**src/rtl/map_bram_if.sv**
```systemverilog
// Bundle of the render read port, the game read/write port and the map BRAM
// port shared between map_bram_arbiter and whatever drives it.
interface map_bram_if #(
   parameter int ADDR_W = 19,
   parameter int DATA_W = 16
);
   logic              r_req;
   logic [ADDR_W-1:0] r_addr;
   logic              r_gnt;
   logic [DATA_W-1:0] r_rdata;
   logic              r_rvalid;

   logic              g_req;
   logic              g_we;
   logic [ADDR_W-1:0] g_addr;
   logic [DATA_W-1:0] g_wdata;
   logic              g_gnt;
   logic [DATA_W-1:0] g_rdata;
   logic              g_rvalid;

   logic [ADDR_W-1:0] bram_addr;
   logic              bram_wr;
   logic [DATA_W-1:0] bram_dwrite;
   logic [DATA_W-1:0] bram_data;

   modport slave (
      input  r_req, r_addr, g_req, g_we, g_addr, g_wdata, bram_data,
      output r_gnt, r_rdata, r_rvalid, g_gnt, g_rdata, g_rvalid,
             bram_addr, bram_wr, bram_dwrite
   );

   modport master (
      output r_req, r_addr, g_req, g_we, g_addr, g_wdata, bram_data,
      input  r_gnt, r_rdata, r_rvalid, g_gnt, g_rdata, g_rvalid,
             bram_addr, bram_wr, bram_dwrite
   );
endinterface

```
**src/rtl/map_bram_arbiter.sv**
```systemverilog
// Two-port arbiter onto a single map BRAM: render reads have priority, game
// accesses win after STARVE_LIMIT consecutive denied cycles (legal 1..15).
module map_bram_arbiter #(
   parameter int ADDR_W       = 19,
   parameter int DATA_W       = 16,
   parameter int STARVE_LIMIT = 4
) (
   input  logic      clk,
   input  logic      rst,
   map_bram_if.slave bus
);
   typedef enum logic [1:0] {
      OWN_NONE = 2'd0,
      OWN_RND  = 2'd1,
      OWN_GAME = 2'd2
   } owner_e;

   localparam logic [3:0] LIMIT = 4'(STARVE_LIMIT);

   logic              r_gnt, g_gnt;
   logic [3:0]        starve_q, starve_d;
   logic [ADDR_W-1:0] addr_q, addr_d;
   logic              wr_q, wr_d;
   logic [DATA_W-1:0] dwr_q, dwr_d;
   owner_e            own_d;
   owner_e            own_pipe_q [2];
   logic [DATA_W-1:0] r_rdata_q, r_rdata_d, g_rdata_q, g_rdata_d;
   logic              r_rvalid_q, r_rvalid_d, g_rvalid_q, g_rvalid_d;

   // Grants are combinational and forced low during reset.
   always_comb begin
      g_gnt = 1'b0;
      r_gnt = 1'b0;
      if (!rst) begin
         g_gnt = bus.g_req && (!bus.r_req || (starve_q == LIMIT));
         r_gnt = bus.r_req && !g_gnt;
      end
   end

   always_comb begin
      starve_d = 4'd0;
      if (bus.g_req && !g_gnt)
         starve_d = (starve_q == LIMIT) ? starve_q : starve_q + 4'd1;

      addr_d = addr_q;
      wr_d   = 1'b0;
      dwr_d  = dwr_q;
      own_d  = OWN_NONE;
      if (g_gnt) begin
         addr_d = bus.g_addr;
         wr_d   = bus.g_we;
         dwr_d  = bus.g_wdata;
         own_d  = bus.g_we ? OWN_NONE : OWN_GAME;
      end else if (r_gnt) begin
         addr_d = bus.r_addr;
         own_d  = OWN_RND;
      end

      // Pipe slot 1 lines up with bram_data for the access issued two cycles ago.
      r_rdata_d  = r_rdata_q;
      g_rdata_d  = g_rdata_q;
      r_rvalid_d = 1'b0;
      g_rvalid_d = 1'b0;
      case (own_pipe_q[1])
         OWN_RND: begin
            r_rdata_d  = bus.bram_data;
            r_rvalid_d = 1'b1;
         end
         OWN_GAME: begin
            g_rdata_d  = bus.bram_data;
            g_rvalid_d = 1'b1;
         end
         default: ;
      endcase
   end

   always_ff @(posedge clk) begin
      if (rst) begin
         starve_q      <= 4'd0;
         addr_q        <= '0;
         wr_q          <= 1'b0;
         dwr_q         <= '0;
         own_pipe_q[0] <= OWN_NONE;
         own_pipe_q[1] <= OWN_NONE;
         r_rdata_q     <= '0;
         g_rdata_q     <= '0;
         r_rvalid_q    <= 1'b0;
         g_rvalid_q    <= 1'b0;
      end else begin
         starve_q      <= starve_d;
         addr_q        <= addr_d;
         wr_q          <= wr_d;
         dwr_q         <= dwr_d;
         own_pipe_q[0] <= own_d;
         own_pipe_q[1] <= own_pipe_q[0];
         r_rdata_q     <= r_rdata_d;
         g_rdata_q     <= g_rdata_d;
         r_rvalid_q    <= r_rvalid_d;
         g_rvalid_q    <= g_rvalid_d;
      end
   end

   assign bus.r_gnt       = r_gnt;
   assign bus.g_gnt       = g_gnt;
   assign bus.r_rdata     = r_rdata_q;
   assign bus.r_rvalid    = r_rvalid_q;
   assign bus.g_rdata     = g_rdata_q;
   assign bus.g_rvalid    = g_rvalid_q;
   assign bus.bram_addr   = addr_q;
   assign bus.bram_wr     = wr_q;
   assign bus.bram_dwrite = dwr_q;
endmodule

```
**src/flat_wrapper.sv**
```systemverilog
// flat-port wrapper written by rule: the top's interface ports become plain ports
module map_bram_arbiter_flat 
#(
   parameter int ADDR_W       = 19,
   parameter int DATA_W       = 16,
   parameter int STARVE_LIMIT = 4
)
  (clk, rst, bus_r_req, bus_r_addr, bus_g_req, bus_g_we, bus_g_addr, bus_g_wdata, bus_bram_data, bus_r_gnt, bus_r_rdata, bus_r_rvalid, bus_g_gnt, bus_g_rdata, bus_g_rvalid, bus_bram_addr, bus_bram_wr, bus_bram_dwrite);
  map_bram_if #(.ADDR_W(ADDR_W), .DATA_W(DATA_W)) bus_i ();
  input  logic clk;
  input  logic rst;
  input wire logic [$bits(bus_i.r_req)-1:0] bus_r_req;
  input wire logic [$bits(bus_i.r_addr)-1:0] bus_r_addr;
  input wire logic [$bits(bus_i.g_req)-1:0] bus_g_req;
  input wire logic [$bits(bus_i.g_we)-1:0] bus_g_we;
  input wire logic [$bits(bus_i.g_addr)-1:0] bus_g_addr;
  input wire logic [$bits(bus_i.g_wdata)-1:0] bus_g_wdata;
  input wire logic [$bits(bus_i.bram_data)-1:0] bus_bram_data;
  output wire logic [$bits(bus_i.r_gnt)-1:0] bus_r_gnt;
  output wire logic [$bits(bus_i.r_rdata)-1:0] bus_r_rdata;
  output wire logic [$bits(bus_i.r_rvalid)-1:0] bus_r_rvalid;
  output wire logic [$bits(bus_i.g_gnt)-1:0] bus_g_gnt;
  output wire logic [$bits(bus_i.g_rdata)-1:0] bus_g_rdata;
  output wire logic [$bits(bus_i.g_rvalid)-1:0] bus_g_rvalid;
  output wire logic [$bits(bus_i.bram_addr)-1:0] bus_bram_addr;
  output wire logic [$bits(bus_i.bram_wr)-1:0] bus_bram_wr;
  output wire logic [$bits(bus_i.bram_dwrite)-1:0] bus_bram_dwrite;
  assign bus_i.r_req = bus_r_req;
  assign bus_i.r_addr = bus_r_addr;
  assign bus_i.g_req = bus_g_req;
  assign bus_i.g_we = bus_g_we;
  assign bus_i.g_addr = bus_g_addr;
  assign bus_i.g_wdata = bus_g_wdata;
  assign bus_i.bram_data = bus_bram_data;
  assign bus_r_gnt = bus_i.r_gnt;
  assign bus_r_rdata = bus_i.r_rdata;
  assign bus_r_rvalid = bus_i.r_rvalid;
  assign bus_g_gnt = bus_i.g_gnt;
  assign bus_g_rdata = bus_i.g_rdata;
  assign bus_g_rvalid = bus_i.g_rvalid;
  assign bus_bram_addr = bus_i.bram_addr;
  assign bus_bram_wr = bus_i.bram_wr;
  assign bus_bram_dwrite = bus_i.bram_dwrite;
  map_bram_arbiter #(.ADDR_W(ADDR_W), .DATA_W(DATA_W), .STARVE_LIMIT(STARVE_LIMIT)) u_core (.clk(clk), .rst(rst), .bus(bus_i));
endmodule
```
**config.mk**
```make
export PLATFORM = sky130hd
export DESIGN_NAME = map_bram_arbiter_flat
export DESIGN_NICKNAME = d
export VERILOG_FILES = /design/src/rtl/map_bram_if.sv /design/src/rtl/map_bram_arbiter.sv /design/src/flat_wrapper.sv
export SDC_FILE = /design/constraint.sdc
export NUM_CORES = 1
export LEC_CHECK = 0
export CAP_MARGIN = 20
export CORE_ASPECT_RATIO = 1.2
export CORE_MARGIN = 1.5
export CORE_UTILIZATION = 35
export CTS_CLUSTER_SIZE = 16
export DETAILED_ROUTE_END_ITERATION = 10
export GPL_ROUTABILITY_DRIVEN = 0
export GPL_TIMING_DRIVEN = 0
export PLACE_DENSITY = 0.67
export SLEW_MARGIN = 20
export SYNTH_ARGS = -nofsm -noshare
export SYNTH_HDL_FRONTEND = slang
export SYNTH_SLANG_ARGS = --single-unit
```
**constraint.sdc**
```tcl
create_clock -name clk -period 2.1 [get_ports clk]
set_input_delay 0.42 -clock clk [delete_from_list [all_inputs] [get_ports clk]]
set_output_delay 0.42 -clock clk [all_outputs]
set_load 0.02 [all_outputs]
```
Word-level counts from Yosys, hierarchy flattened
Memories as Yosys holds them, arrays and structs flattened.
Index checks and enable logic that the tools add are counted.

storage, ports and cells
  register bits after elaboration = 74
  memory bits (writable) = 4
  input port bits = 75
  output and inout port bits = 72
  word-level logic and storage cells = 41
  memories kept = 1

operators by class
  $add $sub $neg = 1
  equality and inequality tests = 3
  mux-type cells = 14
  bitwise logic cells = 4
  reductions and logical operators = 10

memories
  memory             depth  width  read ports  clocked after Yosys merged registers in  write ports  line                    text
  u_core.own_pipe_q  2      2      2           0                                        2            map_bram_arbiter.sv:26  owner_e own_pipe_q [2];

operator list
  cell                   number
  $mux W19               2
  $mux W1                8
  $mux W2                4
  $add A4 B1 Y4 const B  1
  $eq A4 B3 Y1 const B   1
  $reduce_or A2 Y1       2
  $logic_and A1 B1 Y1    3
  $logic_not A1 Y1       3
  $eq A2 B1 Y1 const B   1
  $eq A2 B2 Y1 const B   1
  $not A1 Y1             2
  $or A1 B1 Y1           2
  $reduce_bool A2 Y1     1
  $logic_or A1 B1 Y1     1

Depth between registers and ports, before layout
Gate-level depths: netlist of the first run.

  depth in word-level cells = 9
  gate-level depth with buffers = 6

Worst setup path before layout of the first run
No wires, ideal clock.

  path type = reg-to-output
  from = register u_core.starve_q[0]
  to = output bus_g_gnt
  arrival = 1.163 ns
  setup slack = 0.517 ns
  cell stages (with the launch flop) = 6
  buffers on the path = 1
  cells stage by stage = dfxtp_1 > inv_1 > ha_1 > nand3b_4 > a21oi_4 > buf_4

between the ends
  word-level cells in the longest chain between the ends = 4

RTL lines
  what                    line                    text
  from (decl)             map_bram_arbiter.sv:21  logic [3:0] starve_q, starve_d;
  from (signal assigned)  map_bram_arbiter.sv:90  starve_q <= starve_d;
  $eq A4 B3 Y1            map_bram_arbiter.sv:35  g_gnt = bus.g_req && (!bus.r_req || (starve_q == LIMIT));
  $logic_or A1 B1 Y1      map_bram_arbiter.sv:35
  $logic_and A1 B1 Y1     map_bram_arbiter.sv:35
  $mux W1                 map_bram_arbiter.sv:34  if (!rst) begin
  to (decl)               flat_wrapper.sv:22      output wire logic [$bits(bus_i.g_gnt)-1:0] bus_g_gnt;

Every way passes these cells.

Final worst setup path of the first run
  from = register u_core.starve_q[0]
  to = output bus_r_gnt

between the ends
  word-level cells in the longest chain between the ends = 6

RTL lines
  what                 line                    text
  $eq A4 B3 Y1         map_bram_arbiter.sv:35
  $logic_or A1 B1 Y1   map_bram_arbiter.sv:35
  $logic_and A1 B1 Y1  map_bram_arbiter.sv:35
  $logic_not A1 Y1     map_bram_arbiter.sv:36  r_gnt = bus.r_req && !g_gnt;
  $logic_and A1 B1 Y1  map_bram_arbiter.sv:36
  $mux W1              map_bram_arbiter.sv:34
  to (decl)            flat_wrapper.sv:19      output wire logic [$bits(bus_i.r_gnt)-1:0] bus_r_gnt;

Every way passes these cells.

==> flow_metrics.tcl, run 1 <==
set metrics [dict create \
    whs_endpoint "u_core.own_pipe_q[0][2]" \
    ant_nets 0 \
    grt_pass1_vias 3503 \
    finalHoldViolCount 0 \
    route.vias.total 3346 \
    synth_warnings 0 \
    path_class "flip-flop to primary output" \
    nets 607 \
    p_seq_share_pct 42.9 \
    p_leak_uw 0.00207 \
    final_cell_mix "clkdlybuf4s50_1 (141), dfxtp_1 (78), nand2_1 (65)" \
    final_common_cell "clkdlybuf4s50_1" \
    rrSetupSlack_ns 0.53 \
    chipWidth_um 96.1 \
    ctsHoldBuffers 0 \
    io_buffers 144 \
    slew_violations 0 \
    clkPwrFrac_pct 39.2 \
    crit_slowest_cell "dfxtp_1" \
    die_area_um2 11000 \
    ff_latch_area_um2 1560 \
    r2r_cells 6 \
    syn_area_per_cell_um2 9.76 \
    maxCapViolCount 0 \
    area_growth_pct 52.2 \
    cts.clk_slew.worst_paths_ns 0.06 \
    vias_per_cell 5.06 \
    core_region_area_um2 10100 \
    fin_crit_sh_pct 95.6 \
    status "complete, no violations" \
    syn-num-nets 450 \
    worstPathMaxFanout 4 \
    r2r_start "u_core.starve_q[0]" \
    grt_max_degree 14 \
    cts_tree "built" \
    cts.sinks 78 \
    wl_met3_um 775 \
    wl_met1_mm 4.38 \
    wirelength_mm 10.7 \
    layout_setup_ws_ns 0.0926 \
    dp.cells 643 \
    p_per_area_nw_per_um2 666 \
    final_util_pct 55.1 \
    clkLatencyLatePin_ns 0.33 \
    start_kind "flip-flop" \
    grt_pass1_wl_mm 16.9 \
    antenna_cells 0 \
    regToRegEndpoint "u_core.bus.bram_dwrite[13]" \
    finalCriticalPeriod_ns 2.01 \
    synth_cell_types 27 \
    boundaryPins 147 \
    dr.pass1.iters 4 \
    p_sw_uw 954 \
    synth_area_um2 3640 \
    cts-root-buf "clkbuf_16" \
    hp-class "flip-flop to flip-flop" \
    drive_above_1_share_pct 16.6 \
    dp_slack_ns -0.649 \
    rows 40 \
    multi_input_comb_area_um2 1890 \
    switching_share_pct 25.9 \
    cts_max_level 3 \
    cp-end-kind "primary output" \
    antenna_found_initial 0 \
    start_util_pct 36.2 \
    cts_buffer_depth 2 \
    worstHoldStart "u_core.own_pipe_q[0][0]" \
    tightestPinTransition_ns 0.443 \
    die_h_um 115 \
    pwr-share-comb_pct 17.9 \
    setup_viol 0 \
    grt_usage_pct 19.9 \
    slew_headroom_pct 70.4 \
    holdPathStages 1 \
    wl_per_cell_um 16.2 \
    irDropWorstVdd_v 0.000428 \
    finalClockSkew_ns 0.00671 \
    grt_overflow_total 0 \
    p_int_uw 2730 \
    fmax_mhz 498 \
    cp_cell_sequence "inv_1 > ha_4 > and4b_4 > and2b_1 > buf_2" \
    drtIter0Drc 136 \
    syn_inst 373 \
    fillCellCount 935 \
    yosys_register_bits 78 \
    routed.top_layer "met4" \
    numCtsBuffers 9 \
    cp.arrival_ns 1.59 \
    ys_seq_area_share_pct 42.9 \
    crit_required_ns 1.68 \
    drc 0 \
    layout.cells.non_filler 661 \
    dr_wl_met2_mm 5.39 \
    critPathMaxStageDelay_ns 0.33 \
    rsz0062_at_grt "false" \
    place_hpwl_mm 7.92 \
]
==> per-layer routing <==
metal  GRT usage [%]  up-vias
li1                -     1622
met2            35.5      131
met3            5.64       11
met1            22.4     1582
met4            6.47        0
met5               0        -
==> worst max path at each step <==
stage / depth (start not counted) / from / slack, ns / endpoint
after floorplan: 5 / u_core.starve_q[0] / 0.52 / bus_g_gnt
after global routing: 5 / bus_r_req / 0.03 / bus_r_gnt
final: 5 / u_core.starve_q[0] / 0.09 / bus_r_gnt
after detailed placement: 5 / bus_r_req / -0.65 / bus_r_gnt
after global placement: 5 / bus_r_req / -0.63 / bus_r_gnt
after CTS: 5 / u_core.starve_q[0] / 0.09 / bus_r_gnt
==> critical path, delay by kind of cell, from the launching register on <==
kind	cells	cell delay, ns
DFF	1	0.33
buffers and inverters	2	0.28
and+or+nand+nor	2	0.47
adders and majority gates	1	0.17
==> power groups by stage <==
stage               Clock, µW  Sequential, µW  Combinational [µW]
global placement            0            1610                 648
floorplan                   0            1680                 245
finish                   1450            1580                 661
detailed placement          0            1610                 657
global route             1520            1590                 709
CTS                      1480            1580                 663
==> layout make-up <==
cell class,instances,area share [%]
multi-input cells,258,34.1
flip-flops and latches,78,28.2
repair buffers,146,26.1
clock buffers,11,4.38
plain buffers,34,3.57
well taps,126,2.85
clock inverters,5,0.632
inverters,3,0.203
==> per-stage QoR <==
stage / hold WS [ns] / total power [µW] / setup TNS (ns) / instance area (µm²)
after CTS: 0.443 / 3720 / 0 / 5540
final: 0.439 / 3690 / 0 / 5540
after floorplan: 0.414 / 1930 / 0 / 3640
after global placement: 0.428 / 2260 / -1.09 / 5240
after detailed placement: 0.430 / 2270 / -1.12 / 5240
after global routing: 0.457 / 3820 / 0 / 5540
==> synthesized netlist by cell type <==
master,number,area share (%)
nor2_1,7,0.72
and2b_1,3,0.62
buf_4,2,0.41
nor2b_1,6,1.0
buf_2,21,2.9
mux2i_1,1,0.28
nand2b_1,4,0.69
nand2_1,65,6.7
inv_1,3,0.31
a22o_1,16,3.8
dfxtp_1,78,43
and2_1,1,0.17
ha_1,2,0.69
xnor2_1,1,0.24
mux2_4,19,7.8
mux2_1,19,5.9
nand3_1,2,0.28
nand3b_4,1,0.55
nor3_2,19,5.2
o22ai_1,19,3.3
clkbuf_1,7,0.72
nor3_4,1,0.45
and4b_4,1,0.38
a21oi_4,1,0.45
nor3b_1,38,7.8
a21oi_1,32,4.4
buf_6,4,1.2
==> flip-flops by register name (all words and copies together), names as in the netlist <==
name and count:
u_core.bus.bram_addr 19, u_core.bus.bram_dwrite 16, u_core.bus.g_rdata 16, u_core.bus.r_rdata 16, u_core.own_pipe_q 4, u_core.starve_q 4, u_core.bus.bram_wr 1, u_core.bus.g_rvalid 1
u_core.bus.r_rvalid 1
==> cell families after synthesis <==
group	after synthesis	synth area share [%]
buffers and inverters	37	5.57
xor gates and xnor gates	1	0.241
muxes	39	14.0
AOI/OAI and AO/OA	68	12.0
and+or+nand+nor	148	24.6
adders and majority gates	2	0.687
DFF	78	42.9
==> repair_timing <==
item / CTS / global route
hold endpoints to repair: 0 / 0
endpoints found under the setup margin: 2 / 1
resized for setup: 13 / 1
buffers inserted: 2 / 0
pin swaps: 1 / 0
Note: power is estimated with default switching activity, not from simulation.
==> run 2, diff against run 1 <==
--- a/config.mk
+++ b/config.mk
@@ -14,7 +14,7 @@
 export GPL_ROUTABILITY_DRIVEN = 0
 export GPL_TIMING_DRIVEN = 0
 export PLACE_DENSITY = 0.67
-export SLEW_MARGIN = 20
+export SLEW_MARGIN = 5
 export SYNTH_ARGS = -nofsm -noshare
 export SYNTH_HDL_FRONTEND = slang
 export SYNTH_SLANG_ARGS = --single-unit
==> results of run 2 <==
The final DEF is identical to that of run 1; final timing and power are the same.
